**config.mk**
```make
export PLATFORM = sky130hd
export DESIGN_NAME = ledseq_flat
export DESIGN_NICKNAME = d
export VERILOG_FILES = /design/src/rtl/ledseq_if.sv /design/src/rtl/ledseq.sv /design/src/flat_wrapper.sv
export SDC_FILE = /design/constraint.sdc
export NUM_CORES = 1
export LEC_CHECK = 0
export CORE_ASPECT_RATIO = 0.75
export CORE_MARGIN = 8
export CORE_UTILIZATION = 50
export CTS_CLUSTER_SIZE = 8
export DETAILED_ROUTE_END_ITERATION = 8
export DONT_BUFFER_PORTS = 1
export PLACE_DENSITY = 0.76
export REMOVE_ABC_BUFFERS = 1
export SLEW_MARGIN = 20
export SYNTH_ARGS = -nofsm -noshare
export SYNTH_HDL_FRONTEND = slang
export SYNTH_SLANG_ARGS = --single-unit
```
**constraint.sdc**
```tcl
create_clock -name i_clk -period 3.76 [get_ports i_clk]
set_input_delay 0.752 -clock i_clk [delete_from_list [all_inputs] [get_ports i_clk]]
set_output_delay 0.752 -clock i_clk [all_outputs]
set_load 0.02 [all_outputs]
```
**src/rtl/ledseq_if.sv**
```systemverilog
// rtl/ledseq_if.sv - pipelined Wishbone bus used for the ledseq config port and LED master port
interface ledseq_if #(
   parameter int AW = 4
);
   logic          cyc;
   logic          stb;
   logic          we;
   logic [AW-1:0] addr;
   logic [31:0]   wdata;
   logic [3:0]    sel;
   logic          stall;
   logic          ack;
   logic          err;
   logic [31:0]   rdata;

   modport master (output cyc, stb, we, addr, wdata, sel, input stall, ack, err, rdata);
   modport slave  (input cyc, stb, we, addr, wdata, sel, output stall, ack, err, rdata);
endinterface

```
**src/rtl/ledseq.sv**
```systemverilog
// rtl/ledseq.sv - Wishbone LED pattern sequencer; define LEDSEQ_TIMEOUT_EN for the master ack timeout
module ledseq #(
   parameter int NLEDS     = 8,
   parameter int LGPERIOD  = 24,
   parameter int LGTIMEOUT = 10
) (
   input  logic     i_clk,
   input  logic     i_reset_n,
   ledseq_if.slave  wb,
   ledseq_if.master m,
   output logic     o_int
);
   typedef enum logic [1:0] {S_IDLE, S_ISSUE, S_ACKWAIT, S_WAIT} state_t;

   localparam logic [7:0] LED_MASK = 8'hFF >> (8 - NLEDS);

   function automatic logic [31:0] merge(input logic [31:0] old, input logic [31:0] wdat,
                                         input logic [3:0] sel);
      logic [31:0] r;
      r = old;
      for (int b = 0; b < 4; b++)
         if (sel[b]) r[8*b +: 8] = wdat[8*b +: 8];
      return r;
   endfunction

   state_t              state_q, state_d;
   logic                en_q, en_d, oneshot_q, oneshot_d, err_q, err_d;
   logic [2:0]          last_q, last_d, idx_q, idx_d;
   logic [LGPERIOD-1:0] period_q, period_d, cnt_q, cnt_d;
   logic [15:0]         tbl_q [8];
   logic [15:0]         tbl_d [8];
   logic                m_cyc_q, m_cyc_d, m_stb_q, m_stb_d, int_q, int_d;
   logic [15:0]         m_data_q, m_data_d;
   logic                ack_q;
   logic [31:0]         rdata_q, rd_data;
   logic                wr_en, busy, resp_err, seq_end, en_clr, err_set;
   logic                tmo_fire;

`ifdef LEDSEQ_TIMEOUT_EN
   logic [LGTIMEOUT-1:0] tmo_q, tmo_d;
   logic                 unused_sink;

   // Counter is held at zero outside ACKWAIT, so entry always starts a fresh count.
   always_comb tmo_d = (state_q == S_ACKWAIT) ? tmo_q + LGTIMEOUT'(1) : '0;
   assign tmo_fire    = (state_q == S_ACKWAIT) && (&tmo_q);
   assign unused_sink = ^m.rdata;

   always_ff @(posedge i_clk or negedge i_reset_n)
      if (!i_reset_n) tmo_q <= '0;
      else            tmo_q <= tmo_d;
`else
   logic unused_sink;
   assign tmo_fire    = 1'b0;
   assign unused_sink = ^{m.rdata, LGTIMEOUT[0]};
`endif

   assign busy     = (state_q != S_IDLE);
   assign resp_err = (state_q == S_ACKWAIT) && (m.err || tmo_fire);
   assign seq_end  = (idx_q == last_q) && oneshot_q;

   // Next-state logic
   always_comb begin
      state_d = state_q;
      case (state_q)
         S_IDLE:    if (en_q) state_d = S_ISSUE;
         S_ISSUE:   if (!m.stall) state_d = S_ACKWAIT;
         S_ACKWAIT: begin
            if (resp_err)                 state_d = S_IDLE;
            else if (m.ack) begin
               if (seq_end || !en_q)      state_d = S_IDLE;
               else if (period_q == '0)   state_d = S_ISSUE;
               else                       state_d = S_WAIT;
            end
         end
         S_WAIT: begin
            if (!en_q)                         state_d = S_IDLE;
            else if (cnt_q == LGPERIOD'(1))    state_d = S_ISSUE;
         end
         default:   state_d = S_IDLE;
      endcase
   end

   // Outputs and datapath; bus outputs are registered from the next state
   always_comb begin
      idx_d    = idx_q;
      cnt_d    = cnt_q;
      m_data_d = m_data_q;
      int_d    = 1'b0;
      en_clr   = 1'b0;
      err_set  = 1'b0;
      m_cyc_d  = (state_d == S_ISSUE) || (state_d == S_ACKWAIT);
      m_stb_d  = (state_d == S_ISSUE);
      case (state_q)
         S_IDLE: if (en_q) idx_d = '0;
         S_ACKWAIT: begin
            if (resp_err) begin
               err_set = 1'b1;
               en_clr  = 1'b1;
               int_d   = 1'b1;
            end else if (m.ack) begin
               if (seq_end) begin
                  en_clr = 1'b1;
                  int_d  = 1'b1;
               end else begin
                  idx_d = (idx_q == last_q) ? 3'd0 : idx_q + 3'd1;
                  cnt_d = period_q;
               end
            end
         end
         S_WAIT:  cnt_d = cnt_q - LGPERIOD'(1);
         default: ;
      endcase
      if ((state_d == S_ISSUE) && (state_q != S_ISSUE)) m_data_d = tbl_q[idx_d];
   end

   // Register file writes; sequencer-driven EN clear and ERR set take priority
   always_comb begin
      wr_en     = wb.cyc && wb.stb && wb.we;
      en_d      = en_q;
      oneshot_d = oneshot_q;
      last_d    = last_q;
      period_d  = period_q;
      err_d     = err_q;
      for (int i = 0; i < 8; i++) tbl_d[i] = tbl_q[i];
      if (wr_en) begin
         if (wb.addr[3]) begin
            tbl_d[wb.addr[2:0]] = 16'(merge(32'(tbl_q[wb.addr[2:0]]), wb.wdata, wb.sel))
                                  & {LED_MASK, LED_MASK};
         end else begin
            case (wb.addr[2:0])
               3'd0: begin
                  if (wb.sel[0]) begin
                     en_d      = wb.wdata[0];
                     oneshot_d = wb.wdata[1];
                  end
                  if (wb.sel[1]) last_d = wb.wdata[10:8];
               end
               3'd1:    period_d = LGPERIOD'(merge(32'(period_q), wb.wdata, wb.sel));
               3'd2:    if (wb.sel[0] && wb.wdata[5]) err_d = 1'b0;
               default: ;
            endcase
         end
      end
      if (en_clr)  en_d  = 1'b0;
      if (err_set) err_d = 1'b1;
   end

   always_comb begin
      rd_data = 32'h0;
      if (wb.addr[3]) rd_data = {16'h0, tbl_q[wb.addr[2:0]]};
      else begin
         case (wb.addr[2:0])
            3'd0:    rd_data = {21'h0, last_q, 6'h0, oneshot_q, en_q};
            3'd1:    rd_data = 32'(period_q);
            3'd2:    rd_data = {26'h0, err_q, busy, 1'b0, idx_q};
            default: rd_data = 32'h0;
         endcase
      end
   end

   always_ff @(posedge i_clk or negedge i_reset_n) begin
      if (!i_reset_n) begin
         state_q   <= S_IDLE;
         en_q      <= 1'b0;
         oneshot_q <= 1'b0;
         last_q    <= '0;
         period_q  <= '0;
         err_q     <= 1'b0;
         idx_q     <= '0;
         cnt_q     <= '0;
         for (int i = 0; i < 8; i++) tbl_q[i] <= '0;
         m_cyc_q   <= 1'b0;
         m_stb_q   <= 1'b0;
         m_data_q  <= '0;
         int_q     <= 1'b0;
         ack_q     <= 1'b0;
         rdata_q   <= '0;
      end else begin
         state_q   <= state_d;
         en_q      <= en_d;
         oneshot_q <= oneshot_d;
         last_q    <= last_d;
         period_q  <= period_d;
         err_q     <= err_d;
         idx_q     <= idx_d;
         cnt_q     <= cnt_d;
         for (int i = 0; i < 8; i++) tbl_q[i] <= tbl_d[i];
         m_cyc_q   <= m_cyc_d;
         m_stb_q   <= m_stb_d;
         m_data_q  <= m_data_d;
         int_q     <= int_d;
         ack_q     <= wb.cyc && wb.stb;
         if (wb.cyc && wb.stb) rdata_q <= rd_data;
      end
   end

   assign wb.stall = 1'b0;
   assign wb.ack   = ack_q;
   assign wb.err   = 1'b0;
   assign wb.rdata = rdata_q;

   assign m.cyc   = m_cyc_q;
   assign m.stb   = m_stb_q;
   assign m.we    = m_cyc_q;
   assign m.addr  = '0;
   assign m.wdata = {16'h0, m_data_q};
   assign m.sel   = 4'b0011;
   assign o_int   = int_q;
endmodule

```
**src/flat_wrapper.sv**
```systemverilog
// flat-port wrapper written by rule: the top's interface ports become plain ports
module ledseq_flat 
#(
   parameter int NLEDS     = 8,
   parameter int LGPERIOD  = 24,
   parameter int LGTIMEOUT = 10
)
  (i_clk, i_reset_n, o_int, wb_cyc, wb_stb, wb_we, wb_addr, wb_wdata, wb_sel, wb_stall, wb_ack, wb_err, wb_rdata, m_cyc, m_stb, m_we, m_addr, m_wdata, m_sel, m_stall, m_ack, m_err, m_rdata);
  ledseq_if #(.AW(4)) wb_i ();
  ledseq_if #(.AW(4)) m_i ();
  input  logic i_clk;
  input  logic i_reset_n;
  output logic o_int;
  input wire logic [$bits(wb_i.cyc)-1:0] wb_cyc;
  input wire logic [$bits(wb_i.stb)-1:0] wb_stb;
  input wire logic [$bits(wb_i.we)-1:0] wb_we;
  input wire logic [$bits(wb_i.addr)-1:0] wb_addr;
  input wire logic [$bits(wb_i.wdata)-1:0] wb_wdata;
  input wire logic [$bits(wb_i.sel)-1:0] wb_sel;
  output wire logic [$bits(wb_i.stall)-1:0] wb_stall;
  output wire logic [$bits(wb_i.ack)-1:0] wb_ack;
  output wire logic [$bits(wb_i.err)-1:0] wb_err;
  output wire logic [$bits(wb_i.rdata)-1:0] wb_rdata;
  output wire logic [$bits(m_i.cyc)-1:0] m_cyc;
  output wire logic [$bits(m_i.stb)-1:0] m_stb;
  output wire logic [$bits(m_i.we)-1:0] m_we;
  output wire logic [$bits(m_i.addr)-1:0] m_addr;
  output wire logic [$bits(m_i.wdata)-1:0] m_wdata;
  output wire logic [$bits(m_i.sel)-1:0] m_sel;
  input wire logic [$bits(m_i.stall)-1:0] m_stall;
  input wire logic [$bits(m_i.ack)-1:0] m_ack;
  input wire logic [$bits(m_i.err)-1:0] m_err;
  input wire logic [$bits(m_i.rdata)-1:0] m_rdata;
  assign wb_i.cyc = wb_cyc;
  assign wb_i.stb = wb_stb;
  assign wb_i.we = wb_we;
  assign wb_i.addr = wb_addr;
  assign wb_i.wdata = wb_wdata;
  assign wb_i.sel = wb_sel;
  assign wb_stall = wb_i.stall;
  assign wb_ack = wb_i.ack;
  assign wb_err = wb_i.err;
  assign wb_rdata = wb_i.rdata;
  assign m_cyc = m_i.cyc;
  assign m_stb = m_i.stb;
  assign m_we = m_i.we;
  assign m_addr = m_i.addr;
  assign m_wdata = m_i.wdata;
  assign m_sel = m_i.sel;
  assign m_i.stall = m_stall;
  assign m_i.ack = m_ack;
  assign m_i.err = m_err;
  assign m_i.rdata = m_rdata;
  ledseq #(.NLEDS(NLEDS), .LGPERIOD(LGPERIOD), .LGTIMEOUT(LGTIMEOUT)) u_core (.i_clk(i_clk), .i_reset_n(i_reset_n), .wb(wb_i), .m(m_i), .o_int(o_int));
endmodule
```
======== After elaboration in Yosys (flattened, before gate mapping) ========
Index checks and enable logic that the tools add are counted.
word-level totals
  register bits ........................... 239
  bits in latches ......................... 0
  RAM bits ................................ 0
  ROM bits ................................ 0
  input port bits ......................... 80
  output and inout port bits .............. 79
  logic and storage cells ................. 129
  memories ................................ 0
cells by class
  add/subtract/negate cells ............... 2
  multiply operators ...................... 0
  div/mod/pow operators ................... 0
  order comparisons ....................... 3
  eq/ne operators ......................... 15
  shifts and indexed selects .............. 0
  mux-type cells .......................... 52
  bitwise logic cells ..................... 3
  reduce and logical (&&, ||, !) cells .... 30
operators by type and width
  kind                                                                      count
  128-bit bitwise mux                                                       1
  16-bit binary-select mux with 3-bit select                                2
  16-bit two-way mux                                                        5
  24-bit two-way mux                                                        3
  24-bit one-hot mux with 3 select lines                                    1
  16-bit demux with 3-bit select                                            1
  8-bit two-way mux                                                         6
  24-bit one-hot mux with 2 select lines                                    1
  32-bit two-way mux                                                        1
  4-bit AND reduction                                                       8
  24-bit by 1-bit equality test with 1-bit output (second input constant)   1
  24-bit logical NOT                                                        1
  24-bit by 1-bit subtractor with 24-bit output (second input constant)     1
  1-bit two-way mux                                                         16
  2-bit two-way mux                                                         8
  2-bit nonzero test                                                        8
  3-bit two-way mux                                                         5
  4-bit greater-or-equal comparator (second input constant)                 2
  3-bit inverter with 4-bit output                                          2
  2-bit one-hot mux with 4 select lines                                     1
  1-bit logical AND                                                         7
  2-bit equality test (second input constant)                               3
  2-bit by 1-bit inequality test with 1-bit output (second input constant)  3
  2-bit inequality test (second input constant)                             3
  other kinds (13)                                                          15

======== Logic depth before layout (Yosys ltp) ========
Gate-level depths: netlist (run 1).
  depth in word-level cells ............... 10
  mapped depth ............................ 15
  mapped depth without buffers ............ 12

======== Worst setup path after synthesis (run 1) ========
OpenSTA, ideal clock, no wires.
  path type ............................... reg2reg
  start ................................... register u_core.cnt_q[4]
  end ..................................... register u_core.m_data_q[10]
  setup time .............................. 0.065 ns
  arrival ................................. 3.286 ns
  required time ........................... 3.695 ns
  setup slack ............................. 0.409 ns
  cell stages (with the launch flop) ...... 15
  buffers on the path ..................... 2
  period minus slack after synthesis ...... 3.351 ns
  cell sequence ........................... dfrtp_1 -> or3_4 -> or4_4 -> nor2_1 -> nand2_1 -> o211a_1 -> o21ai_0 -> o21a_1 -> ha_1 -> nand2_1 -> or2_2 -> clkbuf_1 -> buf_2 -> a211oi_1 -> a211o_1
on the way
  longest elaborated chain between the ends .. 6
RTL lines
  item                                             RTL line       source
  start, declared                                  ledseq.sv:29   logic [LGPERIOD-1:0] period_q, period_d, cnt_q, cnt_d;
  start signal, assigned                           ledseq.sv:186  cnt_q <= cnt_d;
  24-bit by 1-bit equality test with 1-bit output  ledseq.sv:77   else if (cnt_q == LGPERIOD'(1)) state_d = S_ISSUE;
  2-bit two-way mux                                ledseq.sv:77
  2-bit two-way mux                                ledseq.sv:76   if (!en_q) state_d = S_IDLE;
  2-bit one-hot mux with 4 select lines            ledseq.sv:64   case (state_q)
  2-bit by 1-bit equality test with 1-bit output   -
  via u_core.m_stb_d                               ledseq.sv:32   logic m_cyc_q, m_cyc_d, m_stb_q, m_stb_d, int_q, int_d;
  1-bit logical AND                                ledseq.sv:113  if ((state_d == S_ISSUE) && (state_q != S_ISSUE)) m_data_d = tbl_q[idx_d];
  end signal, assigned                             ledseq.sv:190  m_data_q <= m_data_d;
  end, declared                                    ledseq.sv:33   logic [15:0] m_data_q, m_data_d;
The timed path passes the listed nets, and every way through them passes these cells.
A chain may end at the register's enable or synchronous reset.

======== Final worst setup path (run 1) ========
  start ................................... register u_core.cnt_q[4]
  end ..................................... register u_core.m_data_q[14]
The elaborated chain is that of the path after synthesis.

==> impl_metrics.json, run 1 <==
{
  "cts_max_path_buffers": 3,
  "netlist_area_sq_um": 12200,
  "synthArstFlopShare": 1.00,
  "grt_max_degree": 232,
  "cp.arrival_ns": 4.03,
  "htree_levels": 2,
  "portBuffers": 0,
  "ant_nets": 0,
  "ioPinCount": 159,
  "rsz0062_at_grt": "no",
  "grt_pass1_wl_microns": 57100,
  "hold_path.class": "in -> async",
  "wl_per_cell_microns": 23.3,
  "synth_warnings": 0,
  "clk_pin_slew_ns": 0.05,
  "cts_buffers": 34,
  "fill_cells": 2050,
  "drcViolationCount": 0,
  "clock_sinks": 231,
  "coreArea_sq_um": 24000,
  "dp_hpwl_microns": 24000,
  "dieArea_sq_um": 29700,
  "hold_viol_final": 39,
  "finClkSkew_ns": 0.0156,
  "dr_total_vias": 10000,
  "die_x_microns": 196,
  "place_congestion": 0.909,
  "postCtsSetupBuffers": 0,
  "syn-instance-count": 1273,
  "status": "finished with violations",
  "finalMaxSlewViolations": 0,
  "syn_area_per_cell_sq_um": 9.59,
  "tightest_slew_ns": 1.01,
  "drt-initial-drc-count": 1503,
  "cts_tree": "yes",
  "drt_wl_total_microns": 37100,
  "vdd_drop_max_mv": 0.362,
  "fin_nets": 1343,
  "syn_to_final_growth_pct": 9.02,
  "first_pass_iters": 7,
  "overflow": 0,
  "violations": "hold timing",
  "multi_input_area_sq_um": 5950,
  "clk-insertion-delay-late_ns": 0.52,
  "finalSetupViolCount": 0,
  "placedCellCount": 1554,
  "clock.fmax_mhz": 280,
  "setup-tns-final_ns": 0,
  "critPathLaunchType": "flop",
  "synthFlopType": "dfrtp_1",
  "drive_above_1_share": 0.146,
  "start_util": 0.509,
  "p_per_area_nw_per_um2": 522,
  "path_max_fanout": 18,
  "grt_pass1_vias": 9669,
  "via_per_inst": 6.27,
  "yosys.cell_types.count": 58,
  "antenna_found_initial": 0,
  "period_share": 0.951,
  "cap_violations": 0,
  "crit_path_end_kind": "flop",
  "p_leak_nw": 6.24,
  "rows": 49,
  "critPathKind": "reg -> reg",
  "ys_ff_latch": 231,
  "cp.required_ns": 4.22,
  "synth_edf_count": 0,
  "ys_seq_area_frac": 0.474,
  "stdcell_count": 1595,
  "slew-limit-headroom": 0.327,
  "post-route-min-period_ns": 3.57,
  "whs_ns": -0.0689,
  "grt_use_total": 0.247,
  "seq_area_sq_um": 5780,
  "die_y_microns": 151,
  "cts_root_buf": "clkbuf_16"
}
Yosys cell counts (all sizes together) (17+ instances only):
library cell  instances  area (sq um)
dfrtp               231          5780
a21oi                37           185
o21ai                76           380
nor3                 17          96.4
nand3                19          95.1
clkbuf               62           233
mux2                 93          1050
a211oi               66           495
mux2i                53           531
and3                 37           231
nand2               336          1260
buf                  48           334
nor2                 39           146
a22oi                19           143
cell usage in the layout (no fill, tap or decap), types with 37 or more instances in the layout:
cell type and count:
nor2_1 39, dfrtp_1 231, a211oi_1 66, mux2i_1 53, nand2_1 334, and3_1 37, a21oi_1 37, mux2_2 93
o21ai_0 76
timing repair:
action,4_1_cts,5_1_grt
hold endpoints to repair,231,231
endpoints found under the setup margin,0,11
resized for setup,0,1
state kept, by name, indices dropped and copies added, names as in the netlist:
register          cells
u_core.cnt_q         24
u_core.tbl_q        128
u_core.oneshot_q      1
u_core.last_q         3
u_core.idx_q          3
u_core.wb.rdata      24
u_core.m.cyc          1
u_core.period_q      24
u_core.en_q           1
u_core.err_q          1
u_core.wb.ack         1
u_core.state_q        2
u_core.m_data_q      16
u_core.o_int          1
u_core.m.stb          1
through the flow:
stage / cell area [sq um] / setup WS, ns / util / power (mW) / hold slack [ns]
global route: 13300 / 0.0154 / 0.555 / 7.23 / -0.0824
detailed placement: 12400 / 0.176 / 0.518 / 4.26 / 0.467
CTS: 13300 / 0.163 / 0.555 / 6.94 / -0.0774
finish: 13300 / 0.186 / 0.555 / 6.95 / -0.0689
global placement: 12400 / 0.308 / 0.518 / 4.22 / 0.467
floorplan: 11800 / -0.724 / - / 3.93 / 0.451
where the power goes:
part / internal [mW] / switching, mW / total (mW) / leakage, nW
registers: 2.82 / 0.426 / 3.25 / 3.13
logic: 0.438 / 0.581 / 1.02 / 2.67
clock network: 1.60 / 1.08 / 2.68 / 0.436
layer usage:
metal  up-vias  track usage  part of all wire  wire length, microns
li1       4432            -                 -                     -
met1      4864        0.340              0.41                 15200
met2       612        0.372              0.44                 16400
met3        96       0.0713              0.12                  4610
met4         0       0.0813             0.026                   960
met5         -            0                 0                     0
critical path: stages (launching register included):
cell	delay (ns)
dfrtp_1	0.41
or3_4	0.42
or4_4	0.53
nor2_1	0.24
nand2_1	0.14
o211a_1	0.25
o21ai_0	0.22
o21a_1	0.17
ha_1	0.19
nand2_1	0.09
buf_4	0.25
a2111oi_0	0.40
a221o_1	0.18
cells by family (layout without fill, tap and decap cells):
group,after synthesis,count (layout),synth area share
AND/OR/NAND/NOR,495,495,0.177
AO/OA/AOI/OAI,255,255,0.137
flip-flops,231,231,0.474
multiplexers,160,160,0.155
buffers and inverters,123,79,0.0504
adder cells (fa/ha/maj),4,4,0.00410
XOR/XNOR,3,3,0.00215
other,2,37,0.000615
path summary, 6_finish.rpt:
path | cells past startpoint | startpoint | endpoint | slack, ns
setup reg to reg | 12 | u_core.cnt_q[4] | u_core.m_data_q[14] | 0.19
hold / removal | 0 | i_reset_n | u_core.tbl_q[53] | -0.07
min in group i_clk | 1 | m_stall | u_core.state_q[1] | 0.36
max in group asynchronous | 0 | i_reset_n | u_core.wb.rdata[0] | 3.20
setup / recovery | 12 | u_core.cnt_q[4] | u_core.m_data_q[14] | 0.19
hold reg to reg | 2 | u_core.tbl_q[99] | u_core.tbl_q[99] | 0.49
final cells by class:
class	count	area share
clock inverter	3	0.00254
clock buffer	35	0.0642
tap	331	0.0311
sequential	231	0.434
multi-input combinational	951	0.447
timing repair buffer	28	0.0167
inverter	13	0.00367
antenna	3	0.000564
No activity file was read; power rests on OpenSTA's default activity.
==> run 2, diff against run 1 <==
--- a/config.mk
+++ b/config.mk
@@ -5,6 +5,7 @@
 export SDC_FILE = /design/constraint.sdc
 export NUM_CORES = 1
 export LEC_CHECK = 0
+export CAP_MARGIN = 20
 export CORE_ASPECT_RATIO = 0.75
 export CORE_MARGIN = 8
 export CORE_UTILIZATION = 50
==> results of run 2 <==
Final layout, timing and power as in run 1 (identical DEF).
